[src/rtl/hilo_unit.sv]
// rtl/hilo_unit.sv - HI/LO register owner and sequential-multiplier sequencer
//
// Ports:
//   clk, reset          clock; synchronous active-high reset
//   hilo_opE            E-stage HI/LO op (none/MULT/MULTU/MFHI/MFLO/MTHI/MTLO)
//   srcaE, srcbE        rs / rt operands
//   hilo_stall          combinational interlock holding the E-stage instruction
//   hilo_resultE        MFHI/MFLO read data, 0 otherwise
//   multE, is_signed,
//   mult_a, mult_b      launch interface to the 64-cycle multiplier
//   mult_stall, mult_s  multiplier busy flag and 64-bit product
//   hi, lo              architectural HI/LO registers
//   hilo_busy           high whenever the sequencer is not IDLE
module hilo_unit #(
    parameter bit FWD_EN = 1'b1
) (
    input  logic        clk,
    input  logic        reset,
    input  logic [2:0]  hilo_opE,
    input  logic [31:0] srcaE,
    input  logic [31:0] srcbE,
    output logic        hilo_stall,
    output logic [31:0] hilo_resultE,
    output logic        multE,
    output logic        is_signed,
    output logic [31:0] mult_a,
    output logic [31:0] mult_b,
    input  logic        mult_stall,
    input  logic [63:0] mult_s,
    output logic [31:0] hi,
    output logic [31:0] lo,
    output logic        hilo_busy
);

    localparam logic [2:0] OP_MULT  = 3'b001;
    localparam logic [2:0] OP_MULTU = 3'b010;
    localparam logic [2:0] OP_MFHI  = 3'b011;
    localparam logic [2:0] OP_MFLO  = 3'b100;
    localparam logic [2:0] OP_MTHI  = 3'b101;
    localparam logic [2:0] OP_MTLO  = 3'b110;

    typedef enum logic [1:0] {
        S_IDLE  = 2'd0,
        S_WAIT  = 2'd1,
        S_DRAIN = 2'd2
    } state_t;

    state_t      state_q, state_d;
    logic [31:0] hi_q, hi_d;
    logic [31:0] lo_q, lo_d;

    logic op_active;
    logic op_mult;
    logic op_mf;

    // 000 and the reserved 111 encoding both behave as "no op".
    assign op_active = (hilo_opE != 3'b000) && (hilo_opE != 3'b111);
    assign op_mult   = (hilo_opE == OP_MULT) || (hilo_opE == OP_MULTU);
    assign op_mf     = (hilo_opE == OP_MFHI) || (hilo_opE == OP_MFLO);

    assign mult_a    = srcaE;
    assign mult_b    = srcbE;
    assign is_signed = (hilo_opE == OP_MULT);
    assign hi        = hi_q;
    assign lo        = lo_q;
    assign hilo_busy = (state_q != S_IDLE);

    always_comb begin
        state_d      = state_q;
        hi_d         = hi_q;
        lo_d         = lo_q;
        multE        = 1'b0;
        hilo_stall   = 1'b0;
        hilo_resultE = 32'h0;

        case (state_q)
            S_IDLE: begin
                if (op_mult) begin
                    multE   = 1'b1;
                    state_d = S_WAIT;
                end else if (hilo_opE == OP_MTHI) begin
                    hi_d = srcaE;
                end else if (hilo_opE == OP_MTLO) begin
                    lo_d = srcaE;
                end else if (hilo_opE == OP_MFHI) begin
                    hilo_resultE = hi_q;
                end else if (hilo_opE == OP_MFLO) begin
                    hilo_resultE = lo_q;
                end
            end
            S_WAIT: begin
                // multE stays low here: a held launch would retrigger the
                // multiplier the moment its internal busy clears.
                if (mult_stall) begin
                    hilo_stall = op_active;
                end else begin
                    hi_d    = mult_s[63:32];
                    lo_d    = mult_s[31:0];
                    state_d = S_IDLE;
                    if (op_mf && FWD_EN) begin
                        hilo_resultE = (hilo_opE == OP_MFHI) ? mult_s[63:32] : mult_s[31:0];
                    end else begin
                        hilo_stall = op_active;
                    end
                end
            end
            S_DRAIN: begin
                // Multiplier may still be running an op launched before reset;
                // wait for it to go quiet and discard its product.
                hilo_stall = op_active;
                if (!mult_stall) begin
                    state_d = S_IDLE;
                end
            end
            default: begin
                hilo_stall = op_active;
                state_d    = S_DRAIN;
            end
        endcase

        if (reset) begin
            multE        = 1'b0;
            hilo_stall   = 1'b1;
            hilo_resultE = 32'h0;
        end
    end

    always_ff @(posedge clk) begin
        if (reset) begin
            state_q <= S_DRAIN;
            hi_q    <= 32'h0;
            lo_q    <= 32'h0;
        end else begin
            state_q <= state_d;
            hi_q    <= hi_d;
            lo_q    <= lo_d;
        end
    end

endmodule

[config.mk]
export PLATFORM = sky130hd
export DESIGN_NAME = hilo_unit
export DESIGN_NICKNAME = d
export VERILOG_FILES = /design/src/rtl/hilo_unit.sv
export SDC_FILE = /design/constraint.sdc
export NUM_CORES = 1
export LEC_CHECK = 0
export CAP_MARGIN = 20
export CORE_AREA = 2 2 154 156
export CTS_BUF_LIST = sky130_fd_sc_hd__clkbuf_8
export DETAILED_ROUTE_END_ITERATION = 6
export DIE_AREA = 0 0 156 158
export SLEW_MARGIN = 20
export SYNTH_ARGS = -nofsm -noshare
export SYNTH_HDL_FRONTEND = slang
export SYNTH_SLANG_ARGS = --single-unit
[constraint.sdc]
create_clock -name clk -period 4.9 [get_ports clk]
set_input_delay 0.98 -clock clk [delete_from_list [all_inputs] [get_ports clk]]
set_output_delay 0.98 -clock clk [all_outputs]
set_load 0.01 [all_outputs]
==> metrics.md <==
| Metric | Value |
|---|---|
| Status | finished clean |
| Setup WS pre-CTS | 650 ps |
| CP Capture Type | output port |
| Proportion of layout cells with a drive suffix above 1 | 0.127 |
| DRC violation count after routing | 0 |
| Setup bufs post-CTS | 0 |
| Max-slew violations | 0 |
| Hold Startpoint | state_q[1] |
| Routed wire length | 17.6 mm |
| HPWL after DPL | 12.1 mm |
| FF-to-FF Start | state_q[1] |
| Htree depth | 3 |
| Commonest cells after routing, fill and taps aside | clkdlybuf4s50_1, nor2_1, dfxtp_1, mux2i_1 |
| #FFs+latches synth | 66 |
| Vias post-DR | 5077 |
| Commonest register cell after synthesis | dfxtp_1 |
| Antenna diodes | 0 |
| Tightest Hold Check Type | reg -> reg |
| Layout Utilization | 0.338 |
| Synth Net Count | 778 |
| Clk_lat worst skew | 350 ps |
| Die ar. | 24600 µm² |
| Startpoint Class | primary input |
| 1st-iter DRT viols | 238 |
| Netlist cell types | 32 |
| Arr. time, crit path | 3300 ps |
| Clk buf depth | 2 |
| Post-CTS resize count | 0 |
| Wire length per cell | 16.5 µm |
| Synthesized area per cell | 8.80 µm² |
| Register area share after synthesis | 0.234 |
| Setup violators final | 0 |
| Pre-antenna DRT Iters | 4 |
| Leakage | 2.75 nW |
| Die Y | 158 µm |
| Critical Path RT | 3920 ps |
| CP Class | in -> out |
| Asr flop ratio synth | 0 |
| Initial Util | 0.245 |
| Clock buffer count from CTS | 9 |
| Core area | 23100 µm² |
| Commonest non-fill, non-tap cell in the layout | clkdlybuf4s50_1 |
| Clock sink count | 66 |
| Netlist Area Pre-Place | 5640 µm² |
| Antenna violations before repair | 0 |
| R2R depth | 5 |
| Final hold vios | 0 |
| RSZ-0062 raised after global routing | false |
| # hold bufs at CTS | 0 |
| Routed Antenna Nets | 0 |
| Minimum clock period | 4280 ps |
| Achievable frequency | 234 MHz |
| Largest net degree at the start of global routing | 77 |
| R2r setup slk | 2440 ps |
| TritonCTS clock tree | done |
| Hold depth | 2 |
| R2r endpoint | hi[15] |
| Vias in the first global route | 5088 |
| Placed Area | 7610 µm² |
| Vias per cell | 4.78 |
| GRT Total Usage | 0.141 |
| Row cnt | 56 |
| Final nets | 906 |
| Clk slew on worst S/H paths | 80 ps |
| Reg area | 1320 µm² |
| Final WS setup | 625 ps |
| Crit share post-route | 0.873 |
| Area Growth Syn to Fin | 38.2% |
| Clock root cell | clkbuf_8 |
| Maximum vdd drop | 0.130 mV |
| First-pass GRT wire length | 27.5 mm |
| Multi-input logic area | 3510 µm² |
| Number of flops mapped to enable cells by yosys | 0 |
| Clk_skew | 13.3 ps |
| Worst relative slew slack | 0.314 |
| Fin area | 7790 µm² |
| Grt ovf | 0 |
| Max_cap viols | 0 |
| Actual slew at the worst max-slew pin | 1030 ps |
| Boundary pin count | 298 |
| Crit Path Max Fanout | 30 |
| P per Cell Area | 283 nW/µm² |
| GP Congestion | 0.802 |
| Port Buf Inserts | 233 |
| Ys Warns | 0 |
| Final TNS setup | 0 ps |
| Syn Inst Count | 641 |
| Worst min-delay path endpoint | state_q[1] |
| Die width | 156 µm |
| FILL cells | 2365 |
critical path, stage by stage:
cell and delay [ps]:
clkdlybuf4s50_1 690, nor3b_2 260, buf_4 370, a32oi_1 150
a31oi_1 230, clkdlybuf4s50_1 590
per-layer routing:
metal	routed length [µm]	GRT usage	up-vias	part of all wire
met5	0	0	-	0
met4	292	0.0524	0	0.017
met3	1030	0.0266	26	0.058
met2	8280	0.242	177	0.47
met1	7960	0.175	2421	0.45
li1	-	-	2453	-
cells in the mapped netlist, types with 4 or more instances:
| library cell | count | area, µm² |
|---|---|---|
| and2_1 | 33 | 206 |
| mux2i_1 | 65 | 651 |
| dfxtp_1 | 66 | 1320 |
| inv_1 | 4 | 15.0 |
| nor2_1 | 67 | 251 |
| nor2b_1 | 65 | 407 |
| buf_2 | 24 | 120 |
| buf_4 | 67 | 503 |
| mux2_4 | 60 | 901 |
| clkbuf_1 | 26 | 97.6 |
| a21oi_1 | 4 | 20.0 |
| a32oi_1 | 32 | 280 |
| mux2_2 | 4 | 45.0 |
| nand3_1 | 64 | 320 |
| a31oi_1 | 32 | 200 |
how the worst max path moves through the flow:
stage                      startpoint          endpoint  slack, ps  cells past startpoint
after floorplan           hilo_opE[2]  hilo_resultE[18]       1880                      6
after global placement    hilo_opE[2]   hilo_resultE[2]        650                      6
after detailed placement  hilo_opE[2]   hilo_resultE[8]        650                      6
final                     hilo_opE[2]  hilo_resultE[12]        620                      6
after CTS                 hilo_opE[2]  hilo_resultE[12]        630                      6
after global routing      hilo_opE[2]  hilo_resultE[31]        440                      6
metrics by stage:
stage	hold WS (ps)	power, mW	instances
finish	545	2.20	1063
global route	620	2.34	1063
CTS	551	2.25	1063
detailed placement	541	1.77	1048
global placement	521	1.76	1048
floorplan	507	1.39	641
state kept, by name, indices dropped and copies added (netlist names):
name and count:
state_q 2, lo 32, hi 32
kinds of logic after synthesis:
logic type | count (synthesis) | synth area share
flops | 66 | 0.234
buf+inv | 130 | 0.151
simple gates | 239 | 0.225
fa+ha+maj | 3 | 0.00666
mux | 129 | 0.283
compound gates | 73 | 0.0983
xor+xnor | 1 | 0.00155
cell type report:
type	instances	share of cell area
clock inverters	5	0.00610
clock buffers	10	0.0177
repair buffers	243	0.309
inverters	4	0.00193
multi-input cells	445	0.450
flip-flops and latches	66	0.170
well taps	290	0.0465
where the power goes:
group          total (mW)  leakage, nW  switching (mW)  internal [mW]
clock network       0.462        0.105           0.221          0.241
logic                1.02         2.11           0.458          0.564
registers           0.719        0.540          0.0786          0.640
(Power assumes the default switching activity.)
